--- src/rtl/fp_dsp_pkg.sv ---
// Shared floating-point DSP definitions: data width, opcodes, default FPU
// latency and a small index-width helper.
package fp_dsp_pkg;

  localparam int unsigned FP_DW   = 32;
  localparam int unsigned FP_OPW  = 3;
  localparam int unsigned FPU_LAT = 3;

  typedef enum logic [FP_OPW-1:0] {
    FOP_ADD = 3'd0,
    FOP_SUB = 3'd1,
    FOP_MUL = 3'd2,
    FOP_MAC = 3'd3,
    FOP_CMP = 3'd4,
    FOP_CVT = 3'd5
  } fop_e;

  // Width needed to hold an index into n entries (at least one bit).
  function automatic int unsigned idx_w(input int unsigned n);
    return (n > 1) ? $clog2(n) : 1;
  endfunction

endpackage

--- src/rtl/fpu_issue_arbiter_if.sv ---
// Request, FPU issue/result and response bundle of the FPU issue arbiter.
// master: arbiter side; slave: requesters plus FPU side.
interface fpu_issue_arbiter_if import fp_dsp_pkg::*; #(
  parameter int unsigned NREQ = 2,
  parameter int unsigned DW   = FP_DW,
  parameter int unsigned OPW  = FP_OPW
) ();

  logic [NREQ-1:0]     req_valid;
  logic [NREQ-1:0]     req_ready;
  logic [NREQ*OPW-1:0] req_op;
  logic [NREQ*DW-1:0]  req_a;
  logic [NREQ*DW-1:0]  req_b;

  logic                fpu_valid;
  logic [OPW-1:0]      fpu_op;
  logic [DW-1:0]       fpu_a;
  logic [DW-1:0]       fpu_b;
  logic                fpu_flush;
  logic                fpu_res_valid;
  logic [DW-1:0]       fpu_res;

  logic [NREQ-1:0]     rsp_valid;
  logic [DW-1:0]       rsp_data;

  modport master (
    input  req_valid, req_op, req_a, req_b, fpu_res_valid, fpu_res,
    output req_ready, fpu_valid, fpu_op, fpu_a, fpu_b, fpu_flush,
           rsp_valid, rsp_data
  );

  modport slave (
    output req_valid, req_op, req_a, req_b, fpu_res_valid, fpu_res,
    input  req_ready, fpu_valid, fpu_op, fpu_a, fpu_b, fpu_flush,
           rsp_valid, rsp_data
  );

endinterface

--- src/rtl/rr_arbiter.sv ---
// Combinational round-robin picker: scans requests from ptr upward with
// wrap-around and grants the first active one when enabled.
module rr_arbiter import fp_dsp_pkg::*; #(
  parameter  int unsigned NREQ = 2,
  localparam int unsigned IW   = idx_w(NREQ)
) (
  input  logic [NREQ-1:0] req,
  input  logic [IW-1:0]   ptr,
  input  logic            en,
  output logic [NREQ-1:0] gnt,
  output logic [IW-1:0]   idx
);

  logic [IW:0] pos;
  logic        found;

  // First active requester at or after ptr, wrapping past NREQ-1 to 0.
  always_comb begin
    gnt   = '0;
    idx   = '0;
    found = 1'b0;
    pos   = '0;
    for (int unsigned k = 0; k < NREQ; k++) begin
      pos = {1'b0, ptr} + (IW+1)'(k);
      if (pos >= (IW+1)'(NREQ)) pos = pos - (IW+1)'(NREQ);
      if (en && !found && req[pos[IW-1:0]]) begin
        found              = 1'b1;
        gnt[pos[IW-1:0]]   = 1'b1;
        idx                = pos[IW-1:0];
      end
    end
  end

endmodule

--- src/rtl/fpu_issue_arbiter.sv ---
// Shares one pipelined FPU between NREQ requesters: round-robin issue into a
// registered FPU port, owner tracking per in-flight op, result steering back
// to the issuer, and a sticky flag for results arriving out of turn.
module fpu_issue_arbiter import fp_dsp_pkg::*; #(
  parameter int unsigned NREQ = 2,
  parameter int unsigned LAT  = FPU_LAT,
  parameter int unsigned DW   = FP_DW,
  parameter int unsigned OPW  = FP_OPW
) (
  input  logic                       clk,
  input  logic                       reset,
  input  logic                       stall,
  input  logic                       flush,
  fpu_issue_arbiter_if.master        bus,
  output logic [$clog2(LAT+2)-1:0]   inflight,
  output logic                       busy,
  output logic                       err
);

  localparam int unsigned IW = idx_w(NREQ);
  localparam int unsigned CW = $clog2(LAT+2);

  logic [IW-1:0]          ptr_q, ptr_d;
  logic                   arb_en;
  logic [NREQ-1:0]        gnt;
  logic [IW-1:0]          win;
  logic                   accept;

  logic                   fpu_valid_q, fpu_valid_d;
  logic [IW-1:0]          fpu_owner_q, fpu_owner_d;
  logic [OPW-1:0]         fpu_op_q, fpu_op_d;
  logic [DW-1:0]          fpu_a_q, fpu_a_d;
  logic [DW-1:0]          fpu_b_q, fpu_b_d;
  logic                   fpu_flush_q, fpu_flush_d;

  logic [LAT-1:0]          tag_vld_q, tag_vld_d;
  logic [LAT-1:0][IW-1:0]  tag_own_q, tag_own_d;

  logic                   exp_valid;
  logic [IW-1:0]          exp_owner;
  logic                   res_match;
  logic                   res_mismatch;

  logic [CW-1:0]          inflight_q, inflight_d;
  logic                   err_q, err_d;

  rr_arbiter #(.NREQ(NREQ)) u_rr_arbiter (
    .req (bus.req_valid),
    .ptr (ptr_q),
    .en  (arb_en),
    .gnt (gnt),
    .idx (win)
  );

  // Issue gating and result matching against the expected-owner tag.
  always_comb begin
    arb_en        = reset & ~stall & ~flush;
    accept        = |gnt;
    bus.req_ready = gnt;
    exp_valid     = tag_vld_q[LAT-1];
    exp_owner     = tag_own_q[LAT-1];
    res_match     = bus.fpu_res_valid & exp_valid;
    res_mismatch  = bus.fpu_res_valid ^ exp_valid;
    bus.rsp_valid = '0;
    if (res_match) bus.rsp_valid[exp_owner] = 1'b1;
    bus.rsp_data  = bus.fpu_res;
  end

  // Next-state: pointer, issue register, tag shift chain, counters, error.
  // The tag chain is fed from the issue register rather than the accept, so
  // the last of LAT stages lines up with results LAT cycles after fpu_valid.
  always_comb begin
    ptr_d       = ptr_q;
    fpu_valid_d = 1'b0;
    fpu_owner_d = fpu_owner_q;
    fpu_op_d    = fpu_op_q;
    fpu_a_d     = fpu_a_q;
    fpu_b_d     = fpu_b_q;
    fpu_flush_d = flush;
    tag_vld_d   = '0;
    tag_own_d   = tag_own_q;
    inflight_d  = inflight_q;
    err_d       = err_q | res_mismatch;

    if (accept) begin
      ptr_d       = (win == IW'(NREQ-1)) ? '0 : win + 1'b1;
      fpu_valid_d = 1'b1;
      fpu_owner_d = win;
      for (int unsigned i = 0; i < NREQ; i++) begin
        if (win == IW'(i)) begin
          fpu_op_d = bus.req_op[i*OPW +: OPW];
          fpu_a_d  = bus.req_a[i*DW +: DW];
          fpu_b_d  = bus.req_b[i*DW +: DW];
        end
      end
    end

    tag_vld_d[0] = fpu_valid_q;
    tag_own_d[0] = fpu_owner_q;
    for (int unsigned k = 1; k < LAT; k++) begin
      tag_vld_d[k] = tag_vld_q[k-1];
      tag_own_d[k] = tag_own_q[k-1];
    end

    inflight_d = inflight_q + CW'(accept) - CW'(res_match);

    if (flush) begin
      fpu_valid_d = 1'b0;
      tag_vld_d   = '0;
      inflight_d  = '0;
    end
  end

  // State registers with asynchronous active-low reset.
  always_ff @(posedge clk or negedge reset) begin
    if (!reset) begin
      ptr_q       <= '0;
      fpu_valid_q <= 1'b0;
      fpu_owner_q <= '0;
      fpu_op_q    <= '0;
      fpu_a_q     <= '0;
      fpu_b_q     <= '0;
      fpu_flush_q <= 1'b0;
      tag_vld_q   <= '0;
      tag_own_q   <= '0;
      inflight_q  <= '0;
      err_q       <= 1'b0;
    end else begin
      ptr_q       <= ptr_d;
      fpu_valid_q <= fpu_valid_d;
      fpu_owner_q <= fpu_owner_d;
      fpu_op_q    <= fpu_op_d;
      fpu_a_q     <= fpu_a_d;
      fpu_b_q     <= fpu_b_d;
      fpu_flush_q <= fpu_flush_d;
      tag_vld_q   <= tag_vld_d;
      tag_own_q   <= tag_own_d;
      inflight_q  <= inflight_d;
      err_q       <= err_d;
    end
  end

  // Registered outputs.
  always_comb begin
    bus.fpu_valid = fpu_valid_q;
    bus.fpu_op    = fpu_op_q;
    bus.fpu_a     = fpu_a_q;
    bus.fpu_b     = fpu_b_q;
    bus.fpu_flush = fpu_flush_q;
    inflight      = inflight_q;
    busy          = (inflight_q != '0);
    err           = err_q;
  end

endmodule

--- src/flat_wrapper.sv ---
// flat-port wrapper written by rule: the top's interface ports become plain ports
module fpu_issue_arbiter_flat import fp_dsp_pkg::*;
#(
  parameter int unsigned NREQ = 2,
  parameter int unsigned LAT  = FPU_LAT,
  parameter int unsigned DW   = FP_DW,
  parameter int unsigned OPW  = FP_OPW
)
  (clk, reset, stall, flush, inflight, busy, err, bus_req_valid, bus_req_op, bus_req_a, bus_req_b, bus_fpu_res_valid, bus_fpu_res, bus_req_ready, bus_fpu_valid, bus_fpu_op, bus_fpu_a, bus_fpu_b, bus_fpu_flush, bus_rsp_valid, bus_rsp_data);
  fpu_issue_arbiter_if #(.NREQ(NREQ), .DW(DW), .OPW(OPW)) bus_i ();
  input  logic clk;
  input  logic reset;
  input  logic stall;
  input  logic flush;
  output logic [$clog2(LAT+2)-1:0] inflight;
  output logic busy;
  output logic err;
  input wire logic [$bits(bus_i.req_valid)-1:0] bus_req_valid;
  input wire logic [$bits(bus_i.req_op)-1:0] bus_req_op;
  input wire logic [$bits(bus_i.req_a)-1:0] bus_req_a;
  input wire logic [$bits(bus_i.req_b)-1:0] bus_req_b;
  input wire logic [$bits(bus_i.fpu_res_valid)-1:0] bus_fpu_res_valid;
  input wire logic [$bits(bus_i.fpu_res)-1:0] bus_fpu_res;
  output wire logic [$bits(bus_i.req_ready)-1:0] bus_req_ready;
  output wire logic [$bits(bus_i.fpu_valid)-1:0] bus_fpu_valid;
  output wire logic [$bits(bus_i.fpu_op)-1:0] bus_fpu_op;
  output wire logic [$bits(bus_i.fpu_a)-1:0] bus_fpu_a;
  output wire logic [$bits(bus_i.fpu_b)-1:0] bus_fpu_b;
  output wire logic [$bits(bus_i.fpu_flush)-1:0] bus_fpu_flush;
  output wire logic [$bits(bus_i.rsp_valid)-1:0] bus_rsp_valid;
  output wire logic [$bits(bus_i.rsp_data)-1:0] bus_rsp_data;
  assign bus_i.req_valid = bus_req_valid;
  assign bus_i.req_op = bus_req_op;
  assign bus_i.req_a = bus_req_a;
  assign bus_i.req_b = bus_req_b;
  assign bus_i.fpu_res_valid = bus_fpu_res_valid;
  assign bus_i.fpu_res = bus_fpu_res;
  assign bus_req_ready = bus_i.req_ready;
  assign bus_fpu_valid = bus_i.fpu_valid;
  assign bus_fpu_op = bus_i.fpu_op;
  assign bus_fpu_a = bus_i.fpu_a;
  assign bus_fpu_b = bus_i.fpu_b;
  assign bus_fpu_flush = bus_i.fpu_flush;
  assign bus_rsp_valid = bus_i.rsp_valid;
  assign bus_rsp_data = bus_i.rsp_data;
  fpu_issue_arbiter #(.NREQ(NREQ), .LAT(LAT), .DW(DW), .OPW(OPW)) u_core (.clk(clk), .reset(reset), .stall(stall), .flush(flush), .bus(bus_i), .inflight(inflight), .busy(busy), .err(err));
endmodule
--- config.mk ---
export PLATFORM = sky130hd
export DESIGN_NAME = fpu_issue_arbiter_flat
export DESIGN_NICKNAME = d
export VERILOG_FILES = /design/src/rtl/fp_dsp_pkg.sv /design/src/rtl/fpu_issue_arbiter_if.sv /design/src/rtl/rr_arbiter.sv /design/src/rtl/fpu_issue_arbiter.sv /design/src/flat_wrapper.sv
export SDC_FILE = /design/constraint.sdc
export NUM_CORES = 1
export LEC_CHECK = 0
export ABC_AREA = 1
export ABC_CLOCK_PERIOD_IN_PS = 3100
export BUFFER_PORTS_ARGS = -buffer_cell sky130_fd_sc_hd__buf_2
export CORE_AREA = 4 4 108 110
export DETAILED_ROUTE_END_ITERATION = 10
export DIE_AREA = 0 0 112 114
export MAX_ROUTING_LAYER = met4
export PLACE_DENSITY = 0.81
export SYNTH_ARGS = -nofsm -noshare
export SYNTH_HDL_FRONTEND = slang
export SYNTH_HIERARCHICAL = 1
export SYNTH_SLANG_ARGS = --single-unit
--- constraint.sdc ---
create_clock -name clk -period 3.1 [get_ports clk]
set_clock_uncertainty 0.2 [all_clocks]
set_input_delay 0.155 -clock clk [delete_from_list [all_inputs] [get_ports clk]]
set_output_delay 0.155 -clock clk [all_outputs]
set_load 0.1 [all_outputs]
==> Word-level counts from Yosys, hierarchy flattened <==
Cells that the tools add are included.
{ "word_totals": {"register_bits": 81, "latch_bits": 0, "ramBits": 0, "romBits": 0, "inputBits": 173, "out_inout_bits": 110, "elab_cells": 70, "n_memories": 0} }
{ "classes": {"add_sub_neg": 6, "n_mul": 0, "div_mod_pow": 0, "magnitude_cmp": 8, "eq_ne": 0, "shift": 0, "n_mux": 26, "bitwise_logic": 8, "reduce_logical": 9} }
{ "ops": {"columns": ["cell", "count"], "rows": [
  ["32-bit 2-to-1 mux", 2],
  ["1-bit 2-to-1 mux", 15],
  ["3-bit 2-to-1 mux", 3],
  ["1-bit logical AND", 6],
  ["1-bit by 2-bit < comparator with 1-bit output, second input constant", 3],
  ["2-bit 2-to-1 mux", 3],
  ["3-bit by 1-bit adder with 3-bit output", 1],
  ["1-bit bitwise AND", 3],
  ["1-bit demux with 1-bit select", 3],
  ["1-bit >= comparator, second input constant", 3],
  ["3-bit nonzero test", 1],
  ["3-bit by 1-bit subtractor with 3-bit output", 1],
  ["1-bit by 1-bit adder with 2-bit output, second input constant", 1],
  ["1-bit by 2-bit >= comparator with 1-bit output, second input constant", 1],
  ["2-bit >= comparator, second input constant", 1],
  ["1-bit NOT", 2],
  ["2-bit bitwise OR", 1],
  ["2-bit OR reduction", 1],
  ["1-bit subtractor, second input constant", 2],
  ["1-bit adder, second input constant", 1],
  ["1-bit zero test", 1],
  ["1-bit bitwise OR", 1],
  ["1-bit bitwise XOR", 1]
]} }

==> Depth between registers and ports, before layout <==
{ "logic_depth": {"ltp_word": 14, "depth_mapped": 13, "mapped_depth_nobuf": 11} }

==> By module <==
The synthesis kept the hierarchy.
{ "modules_own_cells": {"columns": ["module", "instances", "cells_per_inst", "area_per_inst_um2", "seq_area_each_um2"], "rows": [
  ["fpu_issue_arbiter", 1, 583, 4240.3, 2026.9],
  ["rr_arbiter", 1, 6, 26.3, 0.0]
]} }

==> Least setup slack after synthesis <==
OpenSTA, ideal clock, no wires.
{ "synth_timing": {"path_type": "input to register", "startpoint": "input flush", "endpoint": "register u_core.inflight_q[2] (netlist: u_core/inflight[2])", "setup_time_ps": 119, "t_arrival_ps": 3482, "required_ps": 2781, "path_slack_ps": -702, "cell_stages": 12, "path_buffers": 2, "cell_sequence": "clkbuf_1 nor3b_1 nand2_1 a21oi_1 nor2_4 buf_2 xor2_1 ha_1 inv_1 fa_1 a21oi_1 nor2_1"} }
{ "synth_between": {"elab_chain_cells": 12, "word_cells_on_any_way": 14, "classes_between": "2 x add/sub; 4 x mux; 3 x bitwise; 5 x reduce/logical"} }
{ "synth_rtl": {"columns": ["item", "line_no", "source"], "rows": [
  ["start: declaration", "flat_wrapper.sv:14", "input logic flush;"],
  ["1-bit NOT (*)", "fpu_issue_arbiter.sv:57", "arb_en = reset & ~stall & ~flush;"],
  ["1-bit bitwise AND (*)", "fpu_issue_arbiter.sv:57", null],
  ["via u_core.arb_en", "fpu_issue_arbiter.sv:24", "logic arb_en;"],
  ["1-bit logical AND", "rr_arbiter.sv:26", "if (en && !found && req[pos[IW-1:0]]) begin"],
  ["1-bit 2-to-1 mux", "rr_arbiter.sv:26", null],
  ["1-bit zero test", "rr_arbiter.sv:26", null],
  ["1-bit logical AND (2 in a row)", "rr_arbiter.sv:26", null],
  ["2-bit 2-to-1 mux (*)", "rr_arbiter.sv:26", null],
  ["via bus_req_ready[1]", "flat_wrapper.sv:24", "output wire logic [$bits(bus_i.req_ready)-1:0] bus_req_ready;"],
  ["2-bit OR reduction (*)", "fpu_issue_arbiter.sv:58", "accept = |gnt;"],
  ["3-bit by 1-bit adder with 3-bit output (*)", "fpu_issue_arbiter.sv:105", "inflight_d = inflight_q + CW'(accept) - CW'(res_match);"],
  ["3-bit by 1-bit subtractor with 3-bit output (*)", "fpu_issue_arbiter.sv:105", null],
  ["3-bit 2-to-1 mux (*)", "fpu_issue_arbiter.sv:107", "if (flush) begin"],
  ["via u_core.inflight_d[2]", "fpu_issue_arbiter.sv:44", "logic [CW-1:0] inflight_q, inflight_d;"],
  ["end signal: assignment", "fpu_issue_arbiter.sv:138", "inflight_q <= inflight_d;"],
  ["end: declaration", "fpu_issue_arbiter.sv:44", null]
]} }
The timed path passes the listed nets; every way through them passes the cells marked *.
A chain may end at the register's enable or synchronous reset.

==> Final worst setup path <==
{ "layout_timing": {"startpoint": "input flush", "endpoint": "register u_core.fpu_a_q[30] (netlist: u_core/bus.fpu_a[30])"} }
{ "layout_between": {"elab_chain_cells": 9, "word_cells_on_any_way": 14, "classes_between": "6 x mux; 3 x bitwise; 5 x reduce/logical"} }
{ "layout_rtl": {"columns": ["item", "line_no", "source"], "rows": [
  ["1-bit NOT (*)", "fpu_issue_arbiter.sv:57", null],
  ["1-bit bitwise AND (*)", "fpu_issue_arbiter.sv:57", null],
  ["via u_core.arb_en", "fpu_issue_arbiter.sv:24", null],
  ["1-bit logical AND", "rr_arbiter.sv:26", null],
  ["1-bit 2-to-1 mux", "rr_arbiter.sv:26", null],
  ["1-bit zero test", "rr_arbiter.sv:26", null],
  ["1-bit logical AND (2 in a row)", "rr_arbiter.sv:26", null],
  ["1-bit 2-to-1 mux (*)", "rr_arbiter.sv:26", null],
  ["via u_core.win", "fpu_issue_arbiter.sv:26", "logic [IW-1:0] win;"],
  ["32-bit 2-to-1 mux (*)", "fpu_issue_arbiter.sv:90", "if (win == IW'(i)) begin"],
  ["end signal: assignment", "fpu_issue_arbiter.sv:133", "fpu_a_q <= fpu_a_d;"],
  ["end: declaration", "fpu_issue_arbiter.sv:32", "logic [DW-1:0] fpu_a_q, fpu_a_d;"]
]} }
Marks and branches as above.

==> impl_metrics.json <==
{
  "outcome": "finished clean",
  "worst_hold_path.endpoint": "u_core/bus.fpu_a[3]",
  "drt-initial-drc-count": 374,
  "ios": 283,
  "grt_antenna_before_repair": 0,
  "setup-tns-final_ns": 0,
  "holdCritPathClass": "input pin to register",
  "drive_gt1_frac": 0.273,
  "critical-path-top-cell-by-count": "nand2_1",
  "setup.reg_to_reg.worst_slack_ns": 0.51,
  "cts_tree": "built",
  "cts-resized-gates": 0,
  "core.rowCount": 38,
  "post-place-cells": 892,
  "total_power_mw": 4.86,
  "criticalPathCategory": "input pin to register",
  "cts.htree.levels": 3,
  "synth-seq-area-share": 0.475,
  "placement.io_buffers": 218,
  "cts_setup_buffers": 0,
  "grt_start_max_net_pins": 71,
  "initial_core_utilization": 0.399,
  "setup_viol_count_final": 0,
  "p_per_area_nw_per_um2": 722,
  "fp.coreArea_sq_um": 10700,
  "final_weighted_congestion_in_routability_driven_placement": 0.878,
  "netlist_area_sq_um": 4270,
  "finish.utilization": 0.630,
  "via_count_of_the_first_global_routing_pass": 5116,
  "max-cap-violations": 0,
  "final.setup.worst_slack_ns": 0.171,
  "rr_endpoint": "u_core/inflight[2]",
  "reg2reg_from": "u_core/ptr_q",
  "cts.path.max_buffers": 2,
  "max_clock_freq_mhz": 341,
  "crit_start": "flush",
  "final_nets": 1074,
  "floorplan.die.width_um": 112,
  "required_ns": 3.17,
  "antenna_violation_net_count_after_detailed_routing": 0,
  "grt_first_pass_wirelength_mm": 23.8,
  "clock_sink_count": 81,
  "slew_headroom": 0.442,
  "worstSetupStartpointType": "input pin",
  "grt.total_usage": 0.239,
  "worstSkewPairLatency_ns": 0.33,
  "synth_seq_cells": 81,
  "cts-buffers-inserted": 9,
  "route.detailed.vias_per_inst": 4.57,
  "capturing_element_type_of_the_critical_path": "register",
  "globalRouteOverflowTotal": 0,
  "synthDistinctLibCells": 22,
  "post-dp-hpwl_mm": 8.22,
  "detailroute.via_count": 4760,
  "critical_path.slowest_cell": "dlygate4sd3_1",
  "power.leakage_nw": 3.82,
  "aggregate_routed_wire_length_mm": 14.7,
  "holdCritStartpoint": "bus_req_a[35]",
  "max_slew.worst_pin.slew_ns": 0.834,
  "final_max_slew_viol_count": 0,
  "drt_pass1_iterations": 5,
  "ctsRootBufferMaster": "clkbuf_8",
  "min_period_over_period": 0.945,
  "cp_top_family": "buffers and inverters",
  "die_height_um": 114,
  "timing.critical_path.slowest_cell_delay_ns": 0.59,
  "number_of_buffers_and_inverters_on_the_critical_path": 4,
  "whs_path_depth": 5,
  "count_of_endpoints_failing_hold_in_the_final_timing_report": 0,
  "crit_arrival_ns": 3.00,
  "synth_fp_nets": 765,
  "n_antenna_cell": 0,
  "layout.cells.non_filler": 1042,
  "post-place-ws_ns": 0.486,
  "syn_to_final_growth_pct": 57.9,
  "rr_worst_depth": 9,
  "cts.clk_slew.worst_paths_ns": 0.08,
  "drcViolationCount": 0,
  "worstPathMaxFanout": 65,
  "vdd.ir_drop.worst_uv": 521,
  "synth_warnings": 6,
  "fp.dieArea_sq_um": 12800,
  "clock_period_minus_final_worst_setup_slack_ns": 2.93,
  "cp_cell_sequence": "dlygate4sd3_1 > buf_2 > nor3b_1 > nand2_1 > a21oi_4 > buf_4 > nand2_1 > o21ai_1 > dlygate4sd3_1 > nand2_1 > nand2_1",
  "avg_synthesized_cell_area_sq_um": 7.24,
  "setup_repair_after_global_routing_missed_its_margin": "no",
  "cell_count_after_synthesis": 589,
  "post_drt_wl_per_cell_um": 14.1
}
[cells by family (layout without fill, tap and decap cells)]
family                     count (synthesis)  after routing  share of synthesized area
adders and majority gates                  3              3                     0.0106
DFF                                       81             81                      0.475
AOI/OAI and AO/OA                         72             72                     0.0850
and+or+nand+nor                          291            291                      0.260
xor gates and xnor gates                   1              1                    0.00205
buffers and inverters                    141            454                      0.167
[cell usage in the layout, fill, tap and decap left out, drive strengths merged]
cell | netlist | final
nand2 | 277 | 277
buf | 52 | 225
dlygate4sd3 | 0 | 135
dfrtp | 81 | 81
inv | 79 | 79
o21ai | 67 | 67
clkbuf | 10 | 12
nor2 | 10 | 10
a21oi | 4 | 4
clkinv | 0 | 2
or2 | 2 | 2
ha | 2 | 2
bufinv | 0 | 1
xor2 | 1 | 1
nor3b | 1 | 1
nand3 | 1 | 1
o21a | 1 | 1
fa | 1 | 1
[area by class of cell]
class	instances	area [sq um]
Sequential cell	81	2030
Fill cell	851	3960
Clock inverter	3	40.0
Multi-Input combinational cell	367	1550
Timing Repair Buffer	360	2500
Clock buffer	12	155
Inverter	79	297
Tap cell	140	175
[worst min-delay path: stages]
cell and delay [ns]:
buf_2 0.09, nand2_1 0.05, o21ai_0 0.17, nand2_1 0.07, nand2_1 0.06
[how the worst max path moves through the flow]
stage                           endpoint  slack (ns)  cells after the start
floorplan             u_core/inflight[2]        0.01                     12
detailed placement    u_core/inflight[2]        0.49                     11
global route        u_core/bus.fpu_a[30]        0.02                     11
CTS                   u_core/inflight[2]        0.28                     13
finish              u_core/bus.fpu_a[30]        0.17                     11
global placement      u_core/inflight[2]        0.53                     11
[power by group]
part,switching (mW),internal [mW]
combinational,2.20,0.487
clock,0.340,0.410
sequential,0.129,1.30
[synthesized netlist by cell type]
cell      count  area [sq um]
a21oi_1       4          20.0
buf_1         3          11.3
buf_2        10          50.1
buf_4        33           248
buf_6         6          67.6
clkbuf_1      8          30.0
clkbuf_2      2          10.0
dfrtp_1      81          2030
fa_1          1          20.0
ha_1          2          25.0
inv_1        78           293
inv_2         1          3.75
nand2_1     277          1040
nand3_1       1          5.00
nor2_1        9          33.8
nor2_4        1          11.3
nor3b_1       1          7.51
o21a_1        1          7.51
o21ai_0      44           220
o21ai_1      23           115
or2_2         2          12.5
xor2_1        1          8.76
[flip-flops by register name, summed over array words and instances (netlist names)]
signal and flops:
u_core/bus.fpu_flush 1, u_core/ptr_q 1, u_core/inflight 3, u_core/bus.fpu_a 32, u_core/tag_own_d 2, u_core/bus.fpu_b 32
u_core/err 1, u_core/bus.fpu_valid 1, u_core/fpu_owner_q 1, u_core/tag_vld_q 3, u_core/bus.fpu_op 3, u_core/exp_owner 1
[layer usage]
metal | part of all wire | global-route usage | routed length [um]
met5 | 0 | - | 0
met4 | 0.029 | 0.101 | 427
met2 | 0.53 | 0.432 | 7740
met1 | 0.37 | 0.255 | 5470
met3 | 0.070 | 0.0483 | 1030
[per-stage QoR]
step | cell area [sq um] | hold slack, ns
2_1_floorplan | 4270 | -0.341
3_3_place_gp | 5190 | 0.0770
3_5_place_dp | 5190 | 0.0866
4_1_cts | 6740 | 0.0505
5_1_grt | 6740 | 0.0693
6_report | 6740 | 0.107
[what timing repair did]
action | in CTS | in global routing
hold buffers | 135 | 0
endpoints found under the hold margin | 113 | 0
setup endpoints to repair | 0 | 0
(Power assumes the default switching activity.)
